$ cat src/rtl/instr_fetch_unit.sv
// instr_fetch_unit: instruction fetch stage for the single-cycle RISC-V core.
// Holds the PC, fetches one instruction per REQ/VALID round trip over a
// req/ack memory handshake (wait states allowed) and presents the word to
// decode until the control stage retires it.
// Optional build macro FETCH_MISALIGN_TRAP_EN: a taken branch/jump to a
// non word-aligned target traps (sticky MISALIGN, fetch halts until reset).
// Without it the target's low two bits are cleared and MISALIGN reads 0.
module instr_fetch_unit #(
    parameter logic [31:0] RESET_PC  = 32'h0000_0000,
    parameter logic [31:0] NOP_INSTR = 32'h0000_0013
) (
    input  logic        CLK,
    input  logic        RST,
    input  logic        PCSRC,
    input  logic [31:0] PC_TARGET,
    input  logic        STALL,
    output logic        IMEM_REQ,
    output logic [31:0] IMEM_ADDR,
    input  logic        IMEM_ACK,
    input  logic [31:0] IMEM_RDATA,
    output logic [31:0] INSTRUCTION,
    output logic        INSTR_VALID,
    output logic [31:0] PC,
    output logic [31:0] PC_PLUS4,
    output logic [31:0] RETIRE_COUNT,
    output logic        MISALIGN
);

`ifdef FETCH_MISALIGN_TRAP_EN
    typedef enum logic [1:0] {
        ST_REQ   = 2'd0,
        ST_VALID = 2'd1,
        ST_TRAP  = 2'd2
    } state_t;
`else
    typedef enum logic [1:0] {
        ST_REQ   = 2'd0,
        ST_VALID = 2'd1
    } state_t;
`endif

    state_t      state_q, state_d;
    logic [31:0] pc_q, pc_d;
    logic [31:0] instr_q, instr_d;
    logic [31:0] retire_q, retire_d;
    logic [31:0] pc_plus4;

    // PC + 4 wraps modulo 2^32 and doubles as the JAL link value
    assign pc_plus4 = pc_q + 32'd4;

`ifdef FETCH_MISALIGN_TRAP_EN
    logic misalign_q, misalign_d;
`endif

    // Next-state logic: capture on ack in REQ, advance the PC on retire in VALID
    always_comb begin
        state_d  = state_q;
        pc_d     = pc_q;
        instr_d  = instr_q;
        retire_d = retire_q;
`ifdef FETCH_MISALIGN_TRAP_EN
        misalign_d = misalign_q;
`endif
        case (state_q)
            ST_REQ: begin
                if (IMEM_ACK) begin
                    instr_d = IMEM_RDATA;
                    state_d = ST_VALID;
                end
            end
            ST_VALID: begin
                if (!STALL) begin
`ifdef FETCH_MISALIGN_TRAP_EN
                    if (PCSRC && (PC_TARGET[1:0] != 2'b00)) begin
                        // Faulting instruction does not retire; PC stays on it
                        misalign_d = 1'b1;
                        state_d    = ST_TRAP;
                    end else begin
                        pc_d     = PCSRC ? PC_TARGET : pc_plus4;
                        retire_d = retire_q + 32'd1;
                        state_d  = ST_REQ;
                    end
`else
                    pc_d     = PCSRC ? (PC_TARGET & ~32'h3) : pc_plus4;
                    retire_d = retire_q + 32'd1;
                    state_d  = ST_REQ;
`endif
                end
            end
`ifdef FETCH_MISALIGN_TRAP_EN
            ST_TRAP: begin
                state_d = ST_TRAP;
            end
`endif
            default: begin
                state_d = ST_REQ;
            end
        endcase
    end

    // State registers; reset abandons any outstanding request and ignores ack
    always_ff @(posedge CLK) begin
        if (RST) begin
            state_q  <= ST_REQ;
            pc_q     <= RESET_PC;
            instr_q  <= NOP_INSTR;
            retire_q <= 32'd0;
`ifdef FETCH_MISALIGN_TRAP_EN
            misalign_q <= 1'b0;
`endif
        end else begin
            state_q  <= state_d;
            pc_q     <= pc_d;
            instr_q  <= instr_d;
            retire_q <= retire_d;
`ifdef FETCH_MISALIGN_TRAP_EN
            misalign_q <= misalign_d;
`endif
        end
    end

    assign IMEM_REQ     = (state_q == ST_REQ);
    assign INSTR_VALID  = (state_q == ST_VALID);
    assign IMEM_ADDR    = pc_q;
    assign PC           = pc_q;
    assign PC_PLUS4     = pc_plus4;
    assign INSTRUCTION  = instr_q;
    assign RETIRE_COUNT = retire_q;
`ifdef FETCH_MISALIGN_TRAP_EN
    assign MISALIGN     = misalign_q;
`else
    assign MISALIGN     = 1'b0;
`endif

endmodule

$ cat config.mk
export PLATFORM = sky130hd
export DESIGN_NAME = instr_fetch_unit
export DESIGN_NICKNAME = d
export VERILOG_FILES = /design/src/rtl/instr_fetch_unit.sv
export SDC_FILE = /design/constraint.sdc
export NUM_CORES = 1
export LEC_CHECK = 0
export CAP_MARGIN = 20
export CORE_MARGIN = 2
export CORE_UTILIZATION = 46
export DETAILED_ROUTE_END_ITERATION = 8
export PLACE_DENSITY = 0.86
export SLEW_MARGIN = 30
export SYNTH_ARGS = -nofsm -noshare
export SYNTH_HDL_FRONTEND = slang
export SYNTH_SLANG_ARGS = --single-unit
$ cat constraint.sdc
create_clock -name CLK -period 7.28 [get_ports CLK]
set_input_delay 2.184 -clock CLK [delete_from_list [all_inputs] [get_ports CLK]]
set_output_delay 2.184 -clock CLK [all_outputs]
set_load 0.03 [all_outputs]
[Word-level counts from Yosys, hierarchy flattened]
Cells that the tools add are included.
Storage, ports and cells
  bits in registers: 98
  latch bits: 0
  bits in writable memories: 0
  bits in read-only memories: 0
  word-level logic and storage cells: 18
  memories: 0
Operators by class
  $add $sub $neg: 2
  multipliers: 0
  div/mod/pow operators: 0
  magnitude comparators: 0
  equality and inequality tests: 3
  shifts and indexed selects: 0
  mux-type cells: 4
  bitwise gates (word level): 1
  reductions and logical operators: 4
Operators by type and width (number)
  adder 32 x 1 -> 32 bit (second input constant): 1
  adder 32 x 3 -> 32 bit (second input constant): 1
  2-to-1 mux 32 bit: 1
  AND reduction 2 bit: 3
  2-to-1 mux 2 bit: 2
  one-hot mux 2 bit (2 select lines): 1
  equality test 2 x 1 -> 1 bit (second input constant): 1
  zero test 2 bit: 1
  != test 2 x 1 -> 1 bit (second input constant): 1
  != test 2 bit (second input constant): 1
  NOT 1 bit: 1

[Depth between registers and ports, before layout]
Gate-level depths: netlist of the first run.
  depth in word-level cells: 3
  depth in mapped cells: 7
  depth with buffers taken out: 5

[Worst setup path before layout of the first run]
No wires, ideal clock.
  kind: reg2out
  start point: register pc_q[2], in the netlist IMEM_ADDR[2]
  end point: output PC_PLUS4[20]
  data arrival time: 2.378 ns
  required time: 5.096 ns
  setup slack: 2.718 ns
  cell stages (with the launch flop): 8
  path buffers: 2
  cell sequence: dfxtp_1 ha_1 clkbuf_1 nand2_1 nor2_1 clkbuf_1 nand4_1 xnor2_1
On the way
  cells in the longest elaborated chain, start to end: 1
RTL lines
  start: declaration: RTL line 43  | logic [31:0] pc_q, pc_d;
  start signal: assignment: RTL line 113  | pc_q <= pc_d;
  adder 32 x 3 -> 32 bit: RTL line 49  | assign pc_plus4 = pc_q + 32'd4;
  end: declaration: RTL line 24  | output logic [31:0] PC_PLUS4,
No other way between the ends.

[Worst setup path after layout of the first run]
  start point: register pc_q[5], in the netlist IMEM_ADDR[5]
  end point: output PC_PLUS4[23]
The elaborated chain is that of the path after synthesis.

==> metrics.md, run 1 <==
| Metric | Value |
|---|---|
| HPWL after detailed placement | `11,700 um` |
| Vias in the first global route | `5,353` |
| Yosys reg bits | `95` |
| Filler Cells Inserted | `~990` |
| Clk sinks | `95` |
| Root Driver | `clkbuf_16` |
| Gr ovfl total | `0` |
| Finish-stage setup viols | `0` |
| CTS H-tree lvls | `3` |
| Die Y-Extent | `112 um` |
| Setup_tns | `0 ns` |
| Synthesis-to-finish area growth | `42.5%` |
| Post-cts resize count | `0` |
| Final hold vios | `0` |
| DIE AREA | `12,700 um^2` |
| Largest net degree at the start of global routing | `63` |
| Fin util | `67.3%` |
| Routability cong. | `0.858` |
| Max-cap violations | `0` |
| WHS | `approximately 0.45 ns` |
| Pre-antenna DRT Iters | `5` |
| Critical Path AT | `3.50 ns` |
| WL final | `16,500 um` |
| Maximum VDD drop | `0.130 mV` |
| Fin crit share | `78.1%` |
| Minimum clock period | `5.69 ns` |
| Post-synthesis async set-or-reset flop share | `0%` |
| Die width | `112 um` |
| Num ports | `232` |
| Pleak | `2.63 nW` |
| Critical path data required time | `5.10 ns` |
| CTS tree | `built` |
| Clock insertion delay at the later pin of the skew report | `0.34 ns` |
| Diodes inserted | `0` |
| RSZ-0062 raised after global routing | `false` |
| Pwr per Cell Area | `about 170 nW/um^2` |
| Global-route wire length before repair | `about 27,000 um` |
| Input/output buffers | `222` |
| Clk_skew | `a little under 0.009 ns` |
| Hold crit path type | `reg -> reg` |
| Setup WS pre-CTS | `2.05 ns` |
| Setup crit end kind | `primary output` |
| Commonest non-fill, non-tap cell in the layout | `clkdlybuf4s50_1` |
| Setup Buffers After CTS | `0` |
| Max Fanout on Critical Path | `15` |
| EDFF count, synth | `0` |
| Final Power | `0.00132 W` |
| Distinct cells, synth | `between 50 and 60` |
| Outcome | `completed` |
| Wire per inst | `between 15 and 20 um` |
| Max-slew violations | `0` |
| Worst Setup Start Kind | `flip-flop` |
| Primary FF master, synth | `dfxtp_1` |
| Cell count after synthesis | `approximately 700` |
| Clock Path Buffers | `2` |
| CTS buffer count | `9` |
| Sequential share of the synthesized area | `35.1%` |
| NumNets Final | `921` |
| DR DRC count | `0` |
| Initial antenna violation count | `0` |
| Hold Buf Count CTS | `0` |
| Fmax | `roughly 0.18 GHz` |
| Most frequent cells in the layout | `clkdlybuf4s50_1 (220), nand2_1 (110), dfxtp_1 (95), a21oi_1 (52)` |
| Initial DRC Count | `415` |
| Worst slew pin tran | `roughly 0.89 ns` |
| Syn avg cell area | `7.72 um^2` |
| Vias | `5,731` |
| Post-detailed-route count of antenna-violating nets | `0` |
| Critical path type | `reg -> out` |
| Mapped cell area | `roughly 5400 um^2` |
| DR vias/cell | `5.74` |
| Clk slew on worst S/H paths | `about 0.060 ns` |
| Num rows | `39` |
| Yosys warnings | `0` |
| GRT Util Overall | `25.6%` |
| Relative slew slack | `40.3%` |
| Setup WS post-layout | `1.59 ns` |
| Fraction of layout cells with a size suffix above 1 | `4.80%` |
| Starting density of the core | `47.2%` |
| Core area | `11,500 um^2` |
metrics by stage:
stage               area (um^2)  std cells
floorplan                  5440        707
global placement           7360        981
detailed placement         7380        982
CTS                        7710        998
global route               7710        998
finish                     7710        998
registers in the layout, indices dropped and copies added (netlist names):
signal	count
IMEM_ADDR	30
INSTRUCTION	32
RETIRE_COUNT	32
state_q	1
synthesized netlist by cell type (11+ instances only):
master | count | area [um^2]
clkbuf_1 | 40 | 150
nor4_1 | 14 | 87.6
a31oi_1 | 18 | 113
dfxtp_1 | 95 | 1900
xnor2_1 | 22 | 193
nand4_1 | 23 | 144
nand3_1 | 33 | 165
inv_1 | 16 | 60.1
o21ai_0 | 20 | 100
buf_4 | 39 | 293
nor3_1 | 11 | 55.1
nor2_1 | 33 | 124
a21oi_1 | 52 | 260
nand2_1 | 111 | 417
xor2_1 | 15 | 131
worst paths after layout:
kind | start | end | slack, ns | cells after the start
setup / recovery | IMEM_ADDR[5]$_SDFFE_PP0P_ | PC_PLUS4[23] | 1.59 | 5
setup reg to reg | IMEM_ADDR[5]$_SDFFE_PP0P_ | IMEM_ADDR[31]$_SDFFE_PP0P_ | 4.63 | 4
hold reg to reg | INSTRUCTION[8]$_SDFFE_PP0P_ | INSTRUCTION[8]$_SDFFE_PP0P_ | 0.45 | 2
hold / removal | INSTRUCTION[8]$_SDFFE_PP0P_ | INSTRUCTION[8]$_SDFFE_PP0P_ | 0.45 | 2
critical path, stage by stage (launching register included):
cell and delay, ns:
dfxtp_1 0.55, nand4_1 0.62, nor2_1 0.92, nand3_1 0.19, xnor2_1 0.19, clkdlybuf4s50_1 0.69
kinds of logic (layout without fill, tap and decap cells):
family                     after synthesis  in the layout  share of synthesized area (%)
muxes                                    5              5                          0.948
buffers and inverters                  112            260                           10.6
and+or+nand+nor                        292            292                           27.2
DFF                                     95             95                           35.1
adders and majority gates                2              2                          0.462
other                                    1              7                         0.0693
xor gates and xnor gates                37             37                           5.99
AOI/OAI and AO/OA                      157            157                           19.5
power by group:
part           total (W)  switching (W)  leakage [nW]  internal [W]
clock network   0.000527       0.000213         0.163      0.000313
registers       0.000558      0.0000208         0.772      0.000537
logic           0.000236       0.000132          1.70      0.000104
total            0.00132       0.000366          2.63      0.000955
per-layer routing:
layer | GRT usage [%] | share of wire [%] | vias up
met5 | 0 | 0 | -
li1 | - | - | 2791
met1 | 31.9 | 42 | 2696
met2 | 42.9 | 49 | 222
met4 | 9.27 | 1.9 | 0
met3 | 6.70 | 7.7 | 22
layout make-up:
| class | instances | area (um^2) | share of cell area, % |
|---|---|---|---|
| Multi-Input combinational cell | 500 | 2980 | 38.6 |
| Timing Repair Buffer | 228 | 2260 | 29.3 |
| Sequential cell | 95 | 1900 | 24.7 |
| Clock buffer | 10 | 239 | 3.10 |
| Tap cell | 143 | 179 | 2.32 |
| Clock inverter | 6 | 91.3 | 1.18 |
| Inverter | 16 | 60.1 | 0.779 |
Note: power is estimated with default switching activity, not from simulation.
==> inputs of run 2 (changes only) <==
--- a/config.mk
+++ b/config.mk
@@ -7,9 +7,9 @@
 export LEC_CHECK = 0
 export CAP_MARGIN = 20
 export CORE_MARGIN = 2
-export CORE_UTILIZATION = 46
+export CORE_UTILIZATION = 39
 export DETAILED_ROUTE_END_ITERATION = 8
-export PLACE_DENSITY = 0.86
+export PLACE_DENSITY = 0.78
 export SLEW_MARGIN = 30
 export SYNTH_ARGS = -nofsm -noshare
 export SYNTH_HDL_FRONTEND = slang
==> constraint.sdc (replaced) <==
create_clock -name CLK -period 5.2 [get_ports CLK]
set_input_delay 1.56 -clock CLK [delete_from_list [all_inputs] [get_ports CLK]]
set_output_delay 1.56 -clock CLK [all_outputs]
set_load 0.03 [all_outputs]
==> metrics.md, run 2 (synthesis gave the netlist of run 1 again) <==
| Metric | Value |
|---|---|
| Worst Setup Start Kind | `flip-flop` |
| Relative slew slack | `50.0%` |
| Max-cap violations | `0` |
| Filler Cells Inserted | `1,299` |
| Final hold vios | `0` |
| Outcome | `completed` |
| Fraction of layout cells with a size suffix above 1 | `5.35%` |
| Wire per inst | `16.1 um` |
| HPWL after detailed placement | `11,800 um` |
| CTS H-tree lvls | `3` |
| Post-cts resize count | `0` |
| RSZ-0062 raised after global routing | `false` |
| GRT Util Overall | `22.4%` |
| Vias in the first global route | `just over 5,000` |
| CTS tree | `built` |
| Commonest non-fill, non-tap cell in the layout | `clkdlybuf4s50_1` |
| Setup_tns | `0 ns` |
| Worst path slowest cell | `nor4_1` |
| Input/output buffers | `222` |
| Fin crit share | `a little over 90%` |
| Clk_skew | `0.00813 ns` |
| Setup crit end kind | `primary output` |
| Root Driver | `clkbuf_16` |
| CP Cell Sequence | `nand4_1, nor4_1, nand3_1, xnor2_1, clkdlybuf4s50_1` |
| Hold crit path type | `reg -> reg` |
| Starting density of the core | `39.5%` |
| Global-route wire length before repair | `26,500 um` |
| Pwr per Cell Area | `between 200 and 250 nW/um^2` |
| Initial antenna violation count | `1` |
| Met3 usage in global routing | `5.52%` |
| Met2 Usage GRT | `35.8%` |
| Max-slew violations | `0` |
| Max Fanout on Critical Path | `10` |
| Clock insertion delay at the later pin of the skew report | `0.35 ns` |
| NumNets Final | `927` |
| Die width | `122 um` |
| WL final | `16,800 um` |
| Clk sinks | `95` |
| DR vias/cell | `5.43` |
| Routability cong. | `0.813` |
| Worst slew pin tran | `0.747 ns` |
| Fmax | `0.205 GHz` |
| DR DRC count | `0` |
| Core area | `13,700 um^2` |
| Finished Cell Area | `7740 um^2` |
| Num rows | `43` |
| Dpl cell area | `7460 um^2` |
| Num ports | `about 230` |
| Critical path type | `reg -> out` |
| Critical path's top delay family | `simple AND/OR/NAND/NOR gates` |
| Vias | `5,657` |
| Post-detailed-route count of antenna-violating nets | `0` |
| Most utilized layer in the global route result | `met2` |
| Pre-antenna DRT Iters | `5` |
| Finish-stage setup viols | `0` |
| Largest stage delay, worst path | `0.77 ns` |
| Pleak | `about 2.6 nW` |
| Critical path data required time | `3.64 ns` |
| Critical Path AT | `3.31 ns` |
| Met1 Use GR | `29.1%` |
| Maximum VDD drop | `0.169 mV` |
| Clk slew on worst S/H paths | `0.06 ns` |
| Largest net degree at the start of global routing | `58` |
| Setup WS pre-CTS | `between 0.7 and 0.8 ns` |
| Synthesis-to-finish area growth | `43.0%` |
| WP buf/inv | `1` |
| Most frequent cells in the layout | `clkdlybuf4s50_1 (220), nand2_1 (110), dfxtp_1 (95), a21oi_1 (52)` |
| Setup WS post-layout | `0.334 ns` |
| Clock Path Buffers | `2` |
| Setup Buffers After CTS | `0` |
| Gr ovfl total | `0` |
| DIE AREA | `~15,000 um^2` |
| CTS buffer count | `9` |
| Hold Buf Count CTS | `0` |
| Die Y-Extent | `122 um` |
| Minimum clock period | `4.87 ns` |
| Initial DRC Count | `451` |
run 2: changes by cell type in the layout (fill, tap and decap cells not counted):
cell,before,now
clkinvlp_4,0,2
clkinv_4,1,2
bufinv_16,2,0
buf_4,5,13
nor2b_4,1,0
nor2b_2,1,2
inv_6,2,1
clkbuf_8,1,0
buf_2,2,1
buf_6,1,0
diode_2,0,1
run 2: metrics by stage:
stage	power [W]	cells	hold WS (ns)	utilization (%)
2_1_floorplan	0.000987	707	0.582	-
3_3_place_gp	0.00113	1025	0.442	54.4
3_5_place_dp	0.00113	1025	0.449	54.4
4_1_cts	0.00176	1040	0.458	56.4
5_1_grt	0.00181	1041	0.475	56.4
6_report	0.00174	1041	0.456	56.4
run 2: final timing paths:
kind	start	endpoint	slack, ns	cells past startpoint
worst min register to register	INSTRUCTION[2]$_SDFFE_PP0P_	INSTRUCTION[2]$_SDFFE_PP0P_	0.46	2
worst max-delay path	IMEM_ADDR[6]$_SDFFE_PP0P_	PC_PLUS4[29]	0.33	5
worst max register to register	state_q[0]$_SDFFE_PP0P_	RETIRE_COUNT[24]$_SDFFE_PP0P_	2.79	4
worst min-delay path	INSTRUCTION[2]$_SDFFE_PP0P_	INSTRUCTION[2]$_SDFFE_PP0P_	0.46	2
run 2: area by class of cell:
type	instances	area, um^2	area share (%)
Clock inverter	6	46.3	0.598
Multi-Input combinational cell	500	2980	38.4
Antenna cell	1	2.50	0.0323
Inverter	16	60.1	0.776
Clock buffer	9	225	2.91
Timing Repair Buffer	234	2300	29.8
Tap cell	180	225	2.91
Sequential cell	95	1900	24.6
run 2: power breakdown:
part           switching (W)  internal [W]
Clock               0.000301      0.000324
Sequential         0.0000294      0.000752
Combinational       0.000184      0.000147
Total               0.000514       0.00122
run 2: metal layers:
layer | vias up | routed length (um)
met5 | - | 0
li1 | 2796 | -
met2 | 211 | 7860
met3 | 17 | 1330
met4 | 0 | 272
met1 | 2633 | 7300
run 2: tightest hold or removal path, stage by stage, from the launching register on:
cell     delay (ns)
dfxtp_1        0.31
nand2_1        0.05
a21oi_1        0.05
